[src/rtl/demux4_pkg.sv]
// Shared constants and types for the registered 1-to-4 demultiplexer.
package demux4_pkg;
   localparam int NCH           = 4;
   localparam int DEFAULT_WIDTH = 4;

   typedef logic [1:0] ch_idx_t;

   localparam ch_idx_t CH_A = 2'd0;
   localparam ch_idx_t CH_B = 2'd1;
   localparam ch_idx_t CH_C = 2'd2;
   localparam ch_idx_t CH_D = 2'd3;
endpackage

[src/rtl/demux4_slot.sv]
// One output channel: one-deep holding register with full flag, fill/drain
// handshake and same-cycle pass-through.
module demux4_slot
   import demux4_pkg::*;
#(
   parameter int WIDTH = DEFAULT_WIDTH
) (
   input  logic             clk,
   input  logic             rst,
   input  logic             fill,
   input  logic [WIDTH-1:0] din,
   input  logic             out_ready,
   output logic [WIDTH-1:0] dout,
   output logic             out_valid
);
   logic             full_q, full_d;
   logic [WIDTH-1:0] data_q, data_d;

   // A fill wins over a drain, so fill+drain keeps the slot full with new data.
   always_comb begin
      full_d = full_q;
      data_d = data_q;
      if (fill) begin
         full_d = 1'b1;
         data_d = din;
      end else if (full_q && out_ready) begin
         full_d = 1'b0;
      end
   end

   always_ff @(posedge clk) begin
      if (rst) begin
         full_q <= 1'b0;
         data_q <= '0;
      end else begin
         full_q <= full_d;
         data_q <= data_d;
      end
   end

   assign dout      = data_q;
   assign out_valid = full_q;
endmodule

[src/rtl/demux4_buf.sv]
// Registered 1-to-4 demultiplexer with per-channel valid/ready buffering.
// Define DEMUX_RR_EN to steer by an internal round-robin pointer instead of {S1,S0}.
module demux4_buf
   import demux4_pkg::*;
#(
   parameter int WIDTH = DEFAULT_WIDTH
) (
   input  logic             clk,
   input  logic             rst,
   input  logic             S1,
   input  logic             S0,
   input  logic [WIDTH-1:0] X,
   input  logic             in_valid,
   output logic             in_ready,
   output logic [WIDTH-1:0] A,
   output logic [WIDTH-1:0] B,
   output logic [WIDTH-1:0] C,
   output logic [WIDTH-1:0] D,
   output logic             a_valid,
   output logic             b_valid,
   output logic             c_valid,
   output logic             d_valid,
   input  logic             a_ready,
   input  logic             b_ready,
   input  logic             c_ready,
   input  logic             d_ready
);
   ch_idx_t          sel;
   logic [NCH-1:0]   ready_vec;
   logic [NCH-1:0]   full_vec;
   logic [NCH-1:0]   fill_vec;
   logic [WIDTH-1:0] data_arr [NCH];
   logic             accept;

`ifdef DEMUX_RR_EN
   ch_idx_t ptr_q, ptr_d;
   logic    unused_sel;

   assign unused_sel = S1 ^ S0;
   assign sel        = ptr_q;

   always_comb begin
      ptr_d = ptr_q;
      if (accept) begin
         ptr_d = ptr_q + 2'd1;
      end
   end

   always_ff @(posedge clk) begin
      if (rst) begin
         ptr_q <= CH_A;
      end else begin
         ptr_q <= ptr_d;
      end
   end
`else
   assign sel = {S1, S0};
`endif

   assign ready_vec = {d_ready, c_ready, b_ready, a_ready};

   // A full slot still accepts when its consumer drains in the same cycle.
   assign in_ready = ~full_vec[sel] | ready_vec[sel];
   assign accept   = in_valid & in_ready;

   for (genvar gi = 0; gi < NCH; gi++) begin : g_slot
      assign fill_vec[gi] = accept && (sel == ch_idx_t'(gi));

      demux4_slot #(
         .WIDTH(WIDTH)
      ) u_slot (
         .clk      (clk),
         .rst      (rst),
         .fill     (fill_vec[gi]),
         .din      (X),
         .out_ready(ready_vec[gi]),
         .dout     (data_arr[gi]),
         .out_valid(full_vec[gi])
      );
   end

   assign A       = data_arr[CH_A];
   assign B       = data_arr[CH_B];
   assign C       = data_arr[CH_C];
   assign D       = data_arr[CH_D];
   assign a_valid = full_vec[CH_A];
   assign b_valid = full_vec[CH_B];
   assign c_valid = full_vec[CH_C];
   assign d_valid = full_vec[CH_D];
endmodule

[config.mk]
export PLATFORM = sky130hd
export DESIGN_NAME = demux4_buf
export DESIGN_NICKNAME = d
export VERILOG_FILES = /design/src/rtl/demux4_pkg.sv /design/src/rtl/demux4_slot.sv /design/src/rtl/demux4_buf.sv
export SDC_FILE = /design/constraint.sdc
export NUM_CORES = 1
export LEC_CHECK = 0
export ABC_AREA = 0
export CAP_MARGIN = 10
export CORE_MARGIN = 2
export CORE_UTILIZATION = 41
export CTS_BUF_LIST = sky130_fd_sc_hd__clkbuf_16
export CTS_CLUSTER_SIZE = 25
export DETAILED_ROUTE_END_ITERATION = 16
export PLACE_DENSITY = 0.77
export SETUP_SLACK_MARGIN = 0.02
export SYNTH_ARGS = -nofsm -noshare
export SYNTH_HDL_FRONTEND = slang
export SYNTH_HIERARCHICAL = 1
export SYNTH_SLANG_ARGS = --single-unit
[constraint.sdc]
create_clock -name clk -period 1.8 [get_ports clk]
set_clock_uncertainty 0.2 [all_clocks]
set_input_delay 0.27 -clock clk [delete_from_list [all_inputs] [get_ports clk]]
set_output_delay 0.27 -clock clk [all_outputs]
set_load 0.02 [all_outputs]
# Word-level counts from Yosys, hierarchy flattened
# Index checks and enable logic that the tools add are counted.
# totals
regBits	20
out_inout_bits	21
elab_cells	40
inputBits	13
# op_classes
n_bitwise	3
n_eq_ne	3
order_cmp	1
mux	12
n_reduce_logical	13
# op_table
op	count
$mux W1	10
$logic_and A1 B1 Y1	8
$reduce_bool A2 Y1	4
$bmux W1 S2	2
$eq A2 B2 Y1 const B	2
$lt A2 B3 Y1 const B	1
$eq A2 B1 Y1 const B	1
$logic_not A2 Y1	1
$and A1 B1 Y1	1
$not A1 Y1	1
$or A1 B1 Y1	1

# Logic depth before layout (Yosys ltp)
# depth
ltp_word	7
mapped_depth	5
mapped_depth_nobuf	4

# Hierarchy
# The synthesis kept the hierarchy.
# by_module_without_submodules
module	area_per_inst_um2	cells_per_inst	seq_area_each_um2	n_inst
demux4_slot	181.4	17	100.1	4
demux4_buf	101.3	9	0.0	1

# Worst setup path after synthesis
# No wires, ideal clock.
# synth_path
path_kind	register to output
from	register g_slot[3].u_slot.full_q
to	output port in_ready
t_required_ns	1.330
path_stages_with_launch	3
path_buffers	0
arrival_time_ns	1.079
slack_ns	0.251
path_cell_list	dfxtp_1 -> nand2b_4 -> mux4_2
# synth_via
elab_chain_len	4
# synth_lines
element	line_no	source
start, declared	demux4_slot.sv:16	logic full_q, full_d;
start signal, assigned	demux4_slot.sv:36	full_q <= full_d;
$bmux W1 S2	demux4_buf.sv:63	assign in_ready = ~full_vec[sel] | ready_vec[sel];
$mux W1 (implied by the code)	demux4_buf.sv:63	
$not A1 Y1	demux4_buf.sv:63	
$or A1 B1 Y1	demux4_buf.sv:63	
end, declared	demux4_buf.sv:14	output logic in_ready,
# Every way passes these cells. The select of a mux whose other input is x is not followed.

# Worst setup path in the final report
# layout_path
from	register g_slot[2].u_slot.full_q
to	output port in_ready
# layout_via
elab_chain_len	4
# layout_lines
element	line_no
start, declared	demux4_slot.sv:16
start signal, assigned	demux4_slot.sv:36
$bmux W1 S2	demux4_buf.sv:63
$mux W1 (implied by the code)	demux4_buf.sv:63
$not A1 Y1	demux4_buf.sv:63
$or A1 B1 Y1	demux4_buf.sv:63
# Every way passes these cells. The select of a mux whose other input is x is not followed.

==> flow_summary.ini <==
[run_status]
status = completed

[synth]
yosys.area_share.simple = 0.1982
synth_nets = 90
synth_fa_ha_area_frac = 0
muxShareOfSynthArea = 0.2209
synth_top_family_by_area = multiplexers
syn_inst = 77
ys_seq_elements = 20
synth_compound_area_frac = 0.02421
synth.distinct_cells = 12
synth-seq-area-share = 0.4841
synth_area_per_cell_um2 = 10.74
synth_xor_area_frac = 0
yosys_warnings = 6
netlist_area_um2 = 827.0

[route]
post-route-drc-count = 0
wl_per_cell_um = 12.05
num_vias = 681
drtPass1Iterations = 3
vias_per_cell = 4.570
routed_wl_mm = 1.796
first_iter_violations = 9
ant_nets = 0

[setup_path]
r2r-end = g_slot[2].u_slot/dout[1]
cp_slowest_stage_delay_ns = 0.45
crit_fanout = 2
rr_worst_depth = 5
startpoint_type = flop
crit_arrival_ns = 1.27
crit_buf_inv = 1
r2r_slack_ns = 0.43
cp.depth = 3
endpoint_kind = primary output
crit_family = multiplexers
path_cells = nand2b_4 > mux4_2 > buf_6
worstSetupPathType = flop to primary output
rr_startpoint = g_slot[2].u_slot/out_valid
timing.critical_path.to = in_ready
crit_start = g_slot[2].u_slot/out_valid
crit_slowest_cell = mux4_2
cp.required_ns = 1.33

[placed_design]
place_inst = 145
io_buffers = 33
dpl.hpwl_mm = 1.294
gp_congestion = 0.7281
place_ws_ns = -0.5074

[sta]
max_freq_mhz = 573.5
final_hold_viol_count = 0
rsz0062_at_grt = false
period_minus_slack_ns = 1.744
post-route-period-util = 0.9686
slew_viol_final = 0
timing.final.ws_setup_ns = 0.05644
tightest_slew_ns = 0.2280
finalSetupTns_ns = 0
finalSetupViolations = 0
slew_headroom = 0.8475

[power_and_ir_drop]
p_comb_frac = 0.143
irDropWorstVdd_mv = 0.5955
clockPowerShare = 0.419
power_per_cell_area_nw_per_um2 = 798.3
seqPwrFrac = 0.439
p_sw_uw = 228.8
intPower_uw = 839.9
leakage_nw = 0.5531
netSwitchingFraction = 0.2141
design_power_total_mw = 1.069

[cells_and_area]
nNetsFinal = 136
fin_cells = 149
multi_input_area_um2 = 396.6
final_common_cell = clkdlybuf4s50_1
seq_area_um2 = 404.1
final_cell_mix = clkdlybuf4s50_1, dfxtp_1, mux2i_1, nor2_1, buf_4
n_fill_cell = 153
drive_above_1_share = 0.2049
area_delta_synth_final_pct = 61.88
diodes = 0

[grt]
track_usage = 0.1645
overflow = 0
grt_max_degree = 21
grt_pass1_vias = 674
grt_antenna_before_repair = 0
grt_pass1_wl_mm = 3.029

[die]
ios = 34
fp.coreArea_um2 = 1922
die_w_um = 48.92
rows = 16
die_area_um2 = 2393
start_util = 0.4303
die_y_um = 48.92

[clock_tree]
cts_buffer_depth = 2
cts_buffers = 3
clock_tree.root_cell = clkbuf_16
cts_sinks = 20
clkTransAtPathRegs_ns = 0.05
h-tree-depth = 1
clk_latency_ns = 0.25
cts_tree = done

[hold_path]
min-delay-path-class = input port to flop
hp-start = d_ready

[flow_run]
maxCapViolCount = 0
==> worst min-delay path by stage <==
stage                                  to  depth (start not counted)
2_1_floorplan  g_slot[0].u_slot/out_valid                          1
3_3_place_gp     g_slot[2].u_slot/dout[2]                          2
3_5_place_dp     g_slot[1].u_slot/dout[3]                          2
4_1_cts        g_slot[3].u_slot/out_valid                          3
5_1_grt        g_slot[3].u_slot/out_valid                          3
6_report       g_slot[3].u_slot/out_valid                          3
==> metrics by stage <==
stage / hold WS (ns) / util / cell area, um2
after global placement: 0.2767 / 0.6432 / 1236
after floorplan: 0.1391 / - / 827.0
final: 0.2153 / 0.6966 / 1339
after CTS: 0.2234 / 0.6868 / 1320
after global routing: 0.2336 / 0.6966 / 1339
after detailed placement: 0.2854 / 0.6432 / 1236
==> routing by layer <==
metal,share of wire,up-vias,GRT usage
li1,-,345,-
met1,0.45,307,0.1922
met2,0.48,25,0.2785
met3,0.060,4,0.04294
met4,0.011,0,0.08095
met5,0,-,0
==> final cells by class <==
type	count	area share
repair buffers	45	0.3065
well taps	27	0.02523
clock buffers	3	0.05607
clock inverters	1	0.002804
multi-input cells	49	0.2963
flip-flops and latches	20	0.3019
inverters	4	0.01121
==> cells by family after synthesis <==
group	count (synthesis)
buffers and inverters	8
muxes	17
DFF	20
and+or+nand+nor	28
AOI/OAI and AO/OA	4
==> power groups by stage <==
stage / Combinational [mW] / Sequential, mW / Clock [mW]
2_1_floorplan: 0.0481 / 0.496 / 0
3_3_place_gp: 0.150 / 0.476 / 0
3_5_place_dp: 0.153 / 0.477 / 0
4_1_cts: 0.150 / 0.468 / 0.460
5_1_grt: 0.163 / 0.470 / 0.480
6_report: 0.152 / 0.469 / 0.447
==> timing repair <==
item / in CTS / in global routing
hold buffers: 0 / 0
gates resized for setup: 17 / 5
setup buffers: 0 / 0
endpoints found under the setup margin: 3 / 5
==> flip-flops by register name (all words and copies together), names as in the netlist <==
name and count:
g_slot.u_slot/dout 16, g_slot.u_slot/out_valid 4
==> synthesized netlist by cell type <==
library cell,n,share of area
buf_6,4,0.054
nor4bb_1,1,0.012
inv_1,4,0.018
nor2_1,16,0.073
and4b_1,2,0.024
mux2i_1,16,0.19
a21oi_1,4,0.024
dfxtp_1,20,0.48
and4_1,1,0.011
nand2b_1,6,0.045
mux4_2,1,0.027
nand2b_4,2,0.033
==> worst reg2reg max path: stages (launching register included) <==
cell	delay, ns
dfxtp_1	0.33
nand2b_4	0.07
and4b_1	0.21
buf_4	0.17
mux2i_1	0.21
nor2_1	0.06
Note: power is estimated with default switching activity, not from simulation.
